[config.mk]
export PLATFORM = sky130hd
export DESIGN_NAME = fsm_vector_sequencer
export DESIGN_NICKNAME = d
export VERILOG_FILES = /design/src/rtl/fsm_vector_sequencer.sv
export SDC_FILE = /design/constraint.sdc
export NUM_CORES = 1
export LEC_CHECK = 0
export CAP_MARGIN = 20
export CORE_MARGIN = 2
export CORE_UTILIZATION = 35
export DETAILED_ROUTE_END_ITERATION = 6
export HOLD_SLACK_MARGIN = 0.02
export PLACE_DENSITY = 0.6
export SLEW_MARGIN = 20
export SYNTH_ARGS = -nofsm -noshare
export SYNTH_HDL_FRONTEND = slang
export SYNTH_SLANG_ARGS = --single-unit
export TNS_END_PERCENT = 50
[constraint.sdc]
create_clock -name clk -period 4.2 [get_ports clk]
set_input_delay 0.84 -clock clk [delete_from_list [all_inputs] [get_ports clk]]
set_output_delay 0.84 -clock clk [all_outputs]
set_load 0.02 [all_outputs]
[src/rtl/fsm_vector_sequencer.sv]
// rtl/fsm_vector_sequencer.sv - vector table replay and response checker for a small Mealy FSM
module fsm_vector_sequencer #(
    parameter int IN_W  = 7,
    parameter int OUT_W = 9,
    parameter int DEPTH = 16,
    parameter int AW    = 4
) (
    input  logic             clk,
    input  logic             rst,
    input  logic             load_en,
    input  logic [AW-1:0]    load_addr,
    input  logic [IN_W-1:0]  load_vec,
    input  logic [OUT_W-1:0] load_exp,
    input  logic             start,
    input  logic             abort,
    input  logic [AW:0]      num_vec,
    output logic             busy,
    output logic             done,
    output logic             dut_rst,
    output logic [IN_W-1:0]  dut_x,
    input  logic [OUT_W-1:0] dut_y,
    output logic [AW:0]      mismatch_cnt,
    output logic [AW-1:0]    first_fail,
    output logic             fail
);

    localparam logic [2:0] S_IDLE   = 3'd0;
    localparam logic [2:0] S_RSTD   = 3'd1;
    localparam logic [2:0] S_DRIVE  = 3'd2;
    localparam logic [2:0] S_SAMPLE = 3'd3;
    localparam logic [2:0] S_DONE   = 3'd4;

    localparam logic [AW:0] DEPTH_W = (AW+1)'(DEPTH);

    logic [IN_W-1:0]  vec_mem [DEPTH];
    logic [OUT_W-1:0] exp_mem [DEPTH];

    logic [2:0]    state;
    logic          rstd_cnt;
    logic [AW-1:0] idx;
    logic [AW-1:0] idx_inc;
    logic [AW:0]   run_len;
    logic [AW:0]   n_next;
    logic          last;

    assign n_next  = (num_vec > DEPTH_W) ? DEPTH_W : num_vec;
    assign idx_inc = idx + 1'b1;
    assign last    = (({1'b0, idx}) + (AW+1)'(1)) == run_len;

    // Table is intentionally not reset so contents survive a harness reset.
    always_ff @(posedge clk) begin
        if (load_en && !busy) begin
            vec_mem[load_addr] <= load_vec;
            exp_mem[load_addr] <= load_exp;
        end
    end

    always_ff @(posedge clk or negedge rst) begin
        if (!rst) begin
            state        <= S_IDLE;
            rstd_cnt     <= 1'b0;
            idx          <= '0;
            run_len      <= '0;
            busy         <= 1'b0;
            done         <= 1'b0;
            dut_rst      <= 1'b1;
            dut_x        <= '0;
            mismatch_cnt <= '0;
            first_fail   <= '0;
            fail         <= 1'b0;
        end else begin
            done <= 1'b0;
            if (state != S_IDLE && abort) begin
                state   <= S_IDLE;
                busy    <= 1'b0;
                dut_rst <= 1'b1;
                dut_x   <= '0;
            end else begin
                case (state)
                    S_IDLE: begin
                        if (start) begin
                            state        <= S_RSTD;
                            rstd_cnt     <= 1'b0;
                            busy         <= 1'b1;
                            dut_rst      <= 1'b1;
                            mismatch_cnt <= '0;
                            first_fail   <= '0;
                            fail         <= 1'b0;
                            idx          <= '0;
                            run_len      <= n_next;
                        end
                    end
                    S_RSTD: begin
                        if (!rstd_cnt) begin
                            rstd_cnt <= 1'b1;
                        end else if (run_len == '0) begin
                            state <= S_DONE;
                            done  <= 1'b1;
                        end else begin
                            state   <= S_DRIVE;
                            dut_x   <= vec_mem[idx];
                            dut_rst <= 1'b0;
                        end
                    end
                    S_DRIVE: state <= S_SAMPLE;
                    S_SAMPLE: begin
                        if (dut_y != exp_mem[idx]) begin
                            mismatch_cnt <= mismatch_cnt + 1'b1;
                            if (!fail) begin
                                first_fail <= idx;
                                fail       <= 1'b1;
                            end
                        end
                        if (last) begin
                            state <= S_DONE;
                            done  <= 1'b1;
                        end else begin
                            idx   <= idx_inc;
                            state <= S_DRIVE;
                            dut_x <= vec_mem[idx_inc];
                        end
                    end
                    S_DONE: begin
                        state <= S_IDLE;
                        busy  <= 1'b0;
                    end
                    default: state <= S_IDLE;
                endcase
            end
        end
    end

endmodule
Word level (Yosys, flattened, before mapping). Memories as Yosys holds them, arrays and structs flattened. Index checks and enable logic that the tools add are counted.

Add/sub/neg operators: 3. Reduce and logical (&&, ||, !) cells: 20. $lt $le $gt $ge: 1. Eq/ne operators: 14. Multiplexer cells: 39. Bitwise logic cells: 1.

Operator list (count): 2-to-1 mux 7 bit (4); 2-to-1 mux 4 bit (4); case mux 4 bit (2 select lines) (2); AND reduction 4 bit (4); 2-to-1 mux 3 bit (5); 2-to-1 mux 5 bit (3); case mux 7 bit (2 select lines) (1); 2-to-1 mux 1 bit (13); != test 3 bit, second input constant (4); case mux 3 bit (4 select lines) (1); nonzero test 3 bit (4); case mux 1 bit (2 select lines) (5); case mux 5 bit (2 select lines) (1); != test 9 bit (1); != test 2 bit, second input constant (4); equality test 3 x 2 -> 1 bit, second input constant (2); AND reduction 3 bit (2); adder 4 x 1 -> 5 bit, second input constant (1); adder 5 x 1 -> 5 bit, second input constant (1); equality test 5 bit (1); > comparator 5 bit, second input constant (1); logical NOT 5 bit (1); AND reduction 5 bit (1); adder 4 x 1 -> 4 bit, second input constant (1); other kinds (8) (11).

Word-level logic and storage cells: 91. Memories kept: 2. Bits in registers: 33. Output and inout port bits: 20. Input bits: 39. RAM bits: 256.

Memories: exp_mem (words 16, width 9, rd ports 1, clocked after Yosys merged registers in 0, write ports 1, RTL line 36) `logic [OUT_W-1:0] exp_mem [DEPTH];`; vec_mem (words 16, width 7, rd ports 2, clocked after Yosys merged registers in 0, write ports 1, RTL line 35) `logic [IN_W-1:0] vec_mem [DEPTH];`.

Logic depth before layout (Yosys ltp).
Depth after elaboration: 5. Depth in mapped cells: 11.

Worst setup path after synthesis. Ideal clock, no wire load.

Kind: flip-flop to flip-flop. Start point: register idx[0]. End point: register dut_x[1]. Arrival: 2.989 ns. Setup slack: 1.086 ns. Stages on the path, launching flop included: 10. Path through: dfrtp_1 -> buf_6 -> buf_6 -> buf_6 -> clkbuf_1 -> clkbuf_1 -> mux4_2 -> mux4_2 -> a32o_1 -> mux2_2.

Word-level cells in the longest chain between the ends: 5.

Ends and longest elaborated chain: start, declared (RTL line 40) `logic [AW-1:0] idx;`; start signal, assigned (RTL line 118) `idx <= idx_inc;`; adder 4 x 1 -> 4 bit / memory (16 x 7 bit) (equally long branches); memory (16 x 7 bit) / 2-to-1 mux 7 bit (equally long branches); 2-to-1 mux 7 bit, on equally long branches (RTL line 114, 94); case mux 7 bit (2 select lines) (RTL line 79) `case (state)`; 2-to-1 mux 7 bit (RTL line 73) `if (state != S_IDLE && abort) begin`; end signal, assigned (RTL line 101) `dut_x <= vec_mem[idx];`; end signal, assigned (RTL line 120) `dut_x <= vec_mem[idx_inc];`; end, declared (RTL line 20) `output logic [IN_W-1:0] dut_x,`.

Several ways; a longest one is shown, not always the timed one. The select of a mux whose other input is x is not followed. A chain may end at the register's enable or synchronous reset.

Worst setup path in the final report.
Start point: register idx[0]. End point: register mismatch_cnt[1].

Word-level cells in the longest chain between the ends: 4.

Ends and longest elaborated chain: memory (16 x 9 bit); != test 9 bit (RTL line 107) `if (dut_y != exp_mem[idx]) begin`; != test 2 bit (no source line); AND reduction 4 bit (no source line); end signal, assigned (RTL line 108) `mismatch_cnt <= mismatch_cnt + 1'b1;`; end, declared (RTL line 22) `output logic [AW:0] mismatch_cnt,`.

No other way between the ends.

==> impl_metrics.py <==
metrics = {
    "logic_synthesis": {
        "synth_top_cell_by_area": "edfxtp_1",
        "synthCells": 648,
        "synthDistinctLibCells": 53,
        "ys_async_sr_fraction": 0.114,
        "yosys_most_used_dff": "edfxtp_1",
        "ys_seq_elements": 289,
        "synth_top_area_frac": 0.611,
        "synth_most_common_cell": "edfxtp_1",
        "synthTopCellsByArea": "edfxtp_1, mux4_2, dfrtp_1",
        "syn_nets": 689,
        "avgSynthCellArea_sq_um": 19.4,
        "syn_area_sq_um": 12600,
        "ys_seq_area_frac": 0.676,
        "synth_commonest_cells": "edfxtp_1, mux4_2, dfrtp_1",
        "ys_warn_count": 0,
        "synth_edf_count": 256,
    },
    "setup_path": {
        "cp_common_cell": "mux2i_1",
        "critical_path_class": "register to register",
        "end_kind": "register",
        "rr_worst_depth": 8,
        "startpoint": "idx[0]$_DFFE_PN0P_",
        "max_stage_delay_ps": 800,
        "worstSetupPathDepth": 8,
        "crit_buf_inv": 1,
        "arrival_ps": 3810,
        "required_ps": 4630,
        "r2r_start": "idx[0]$_DFFE_PN0P_",
        "rr_endpoint": "mismatch_cnt[1]$_DFFE_PN0P_",
        "path_max_fanout": 44,
        "startpoint_type": "register",
        "critPathTopFamily": "multiplexers",
        "path_cells": "buf_12 -> mux4_2 -> mux2i_1 -> mux2i_1 -> xnor2_1 -> nand3_1 -> or4_4 -> a32o_1",
        "slowest_stage": "dfrtp_4",
        "r2r_setup_slack_ps": 830,
    },
    "sta": {
        "hold_viol": 0,
        "max_freq_mhz": 296,
        "min_period_over_period": 0.803,
        "max_slew_margin": 0.304,
        "drv_slew": 0,
        "tightest_slew_ps": 1040,
        "skew_ps": 7.82,
        "setup-tns-final_ps": 0,
        "grt_setup_unrepaired": "false",
        "min_period_ps": 3370,
        "setup_ws_ps": 827,
        "finalSetupViolCount": 0,
    },
    "floorplanning": {
        "rows": 69,
        "die_area_sq_um": 37500,
        "core_area_sq_um": 35500,
        "ios": 59,
        "start_util": 0.355,
        "die_y_um": 194,
        "dieWidth_um": 194,
    },
    "pwr": {
        "seq_power_share": 0.469,
        "peakVddDrop_uv": 290,
        "power_density_nw_per_um2": 494,
        "p_clk_frac": 0.333,
        "power.leakage_nw": 4.67,
        "p_sw_w": 0.00190,
        "power_frac_comb": 0.198,
        "switching_share": 0.260,
        "internal_power_w": 0.00541,
    },
    "cts": {
        "cts_resized": 0,
        "htree_levels": 1,
        "cts_setup_buffers": 0,
        "clock-sinks": 289,
        "clkLatencyLatePin_ps": 540,
        "ctsHoldBuffers": 0,
        "cts_buffers": 29,
        "cts_tree": "yes",
        "clk_pin_slew_ps": 60,
        "cts_max_path_buffers": 3,
        "clockRootBuffer": "clkbuf_16",
    },
    "worst_hold_path": {
        "worstHoldEndpoint": "dut_rst$_DFFE_PN1P_",
        "worstHoldStart": "dut_rst$_DFFE_PN1P_",
        "hp-class": "register to register",
        "min_path_cells": 2,
    },
    "placed_design": {
        "hpwl_um": 18000,
        "pre_cts_slack_ps": 830,
        "gp_congestion": 0.775,
        "port_buffers": 58,
    },
    "grt": {
        "antenna_found_initial": 0,
        "gr-total-overflow": 0,
        "grt_pass1_wl_um": 44500,
        "grt_pass1_vias": 6796,
        "grt_max_degree": 45,
        "grt_usage": 0.159,
    },
    "layout": {
        "diodes": 0,
        "fin_util": 0.417,
        "final_layout_size_suffix_gt1_frac": 0.269,
        "syn_to_final_growth_pct": 17.5,
        "fin_nets": 771,
    },
    "route": {
        "first_pass_iters": 7,
        "vias_per_cell": 5.41,
        "vias": 6561,
        "final_antenna_net_count": 0,
        "wl_per_cell_um": 24.5,
        "drc": 0,
        "drtIter0Drc": 719,
        "wl_um": 29700,
    },
    "flow_run": {
        "maxCapViolations": 0,
    },
    "outcome": {
        "status": "finished, final reports clean",
    },
}
==> layout make-up <==
| class | count | area [sq um] |
|---|---|---|
| fillers | 3062 | 20700 |
| flip-flops and latches | 289 | 8520 |
| multi-input cells | 316 | 3900 |
| repair buffers | 87 | 861 |
| clock buffers | 43 | 848 |
| well taps | 461 | 577 |
| clock inverters | 10 | 56.3 |
| inverters | 7 | 26.3 |
==> worst register-to-register path: cells and delay by family (launching register included) <==
kind,cells,cell delay (ps)
multiplexers,3,850
flip-flops,1,800
AND/OR/NAND/NOR,2,650
buffers and inverters,1,370
XOR/XNOR,1,320
AO/OA/AOI/OAI,1,280
==> power groups by stage <==
stage / Clock [W] / Combinational [W] / Sequential (W)
finish: 0.00243 / 0.00145 / 0.00343
global placement: 0 / 0.00145 / 0.00349
detailed placement: 0 / 0.00146 / 0.00349
global route: 0.00261 / 0.00157 / 0.00345
CTS: 0.00250 / 0.00147 / 0.00343
floorplan: 0 / 0.00105 / 0.00345
==> stage by stage <==
step	instance area (sq um)	hold WS [ps]	total power, W	instances
final	14800	505	0.00731	1213
after global placement	13900	487	0.00494	1160
after floorplan	12600	491	0.00450	648
after CTS	14800	506	0.00741	1213
after detailed placement	13900	497	0.00496	1160
after global routing	14800	546	0.00763	1213
==> flip-flops by register name, summed over array words and instances, names as in the netlist <==
name          count
mismatch_cnt      5
dut_x             7
done              1
run_len           5
vec_mem         112
dut_rst           1
busy              1
idx               4
state             3
exp_mem         144
rstd_cnt          1
fail              1
first_fail        4
==> worst max-delay path by stage <==
stage / end
4_1_cts: mismatch_cnt[1]$_DFFE_PN0P_
5_1_grt: first_fail[0]$_DFFE_PN0P_
3_5_place_dp: mismatch_cnt[1]$_DFFE_PN0P_
2_1_floorplan: dut_x[1]$_DFFE_PN0P_
3_3_place_gp: mismatch_cnt[1]$_DFFE_PN0P_
6_report: mismatch_cnt[1]$_DFFE_PN0P_
==> cells in the final DEF (no fill, tap or decap), types with 3 or more instances in the layout <==
cell and instances:
o21ai_0 13, mux2i_1 17, a21oi_1 6, nand2b_1 12
nor2_1 15, nor2_2 12, clkbuf_16 30, and3_1 7
nor3_1 9, clkbuf_1 5, o2111ai_1 3, clkbuf_4 5
mux2_2 10, a32o_1 8, o31ai_1 3, o21ai_1 3
mux4_2 93, buf_4 24, inv_1 7, nor2b_1 4
a22o_1 9, dfrtp_1 29, mux4_1 12, nand2_1 18
buf_12 5, xnor2_1 6, nor3_2 4, clkbuf_8 3
a221o_1 3, and4b_1 3, clkinv_2 4, xor2_1 5
edfxtp_1 256, nand3_1 8, a22oi_1 3, clkdlybuf4s50_1 58
==> cell families (layout without fill, tap and decap cells) <==
| kind of cell | count (synthesis) | count (layout) | synth area share |
|---|---|---|---|
| adders and majority gates | 2 | 2 | 0.00199 |
| muxes | 132 | 132 | 0.214 |
| and+or+nand+nor | 106 | 106 | 0.0440 |
| DFF | 289 | 289 | 0.676 |
| AOI/OAI and AO/OA | 64 | 64 | 0.0373 |
| xor gates and xnor gates | 12 | 12 | 0.00894 |
| buffers and inverters | 43 | 147 | 0.0176 |
==> layer usage <==
layer	track usage	vias up	share of wire
met5	0	-	0
met4	0.0362	0	0.019
met3	0.0287	42	0.064
met2	0.267	220	0.49
met1	0.217	3410	0.42
li1	-	2889	-
Note: power is estimated with default switching activity, not from simulation.
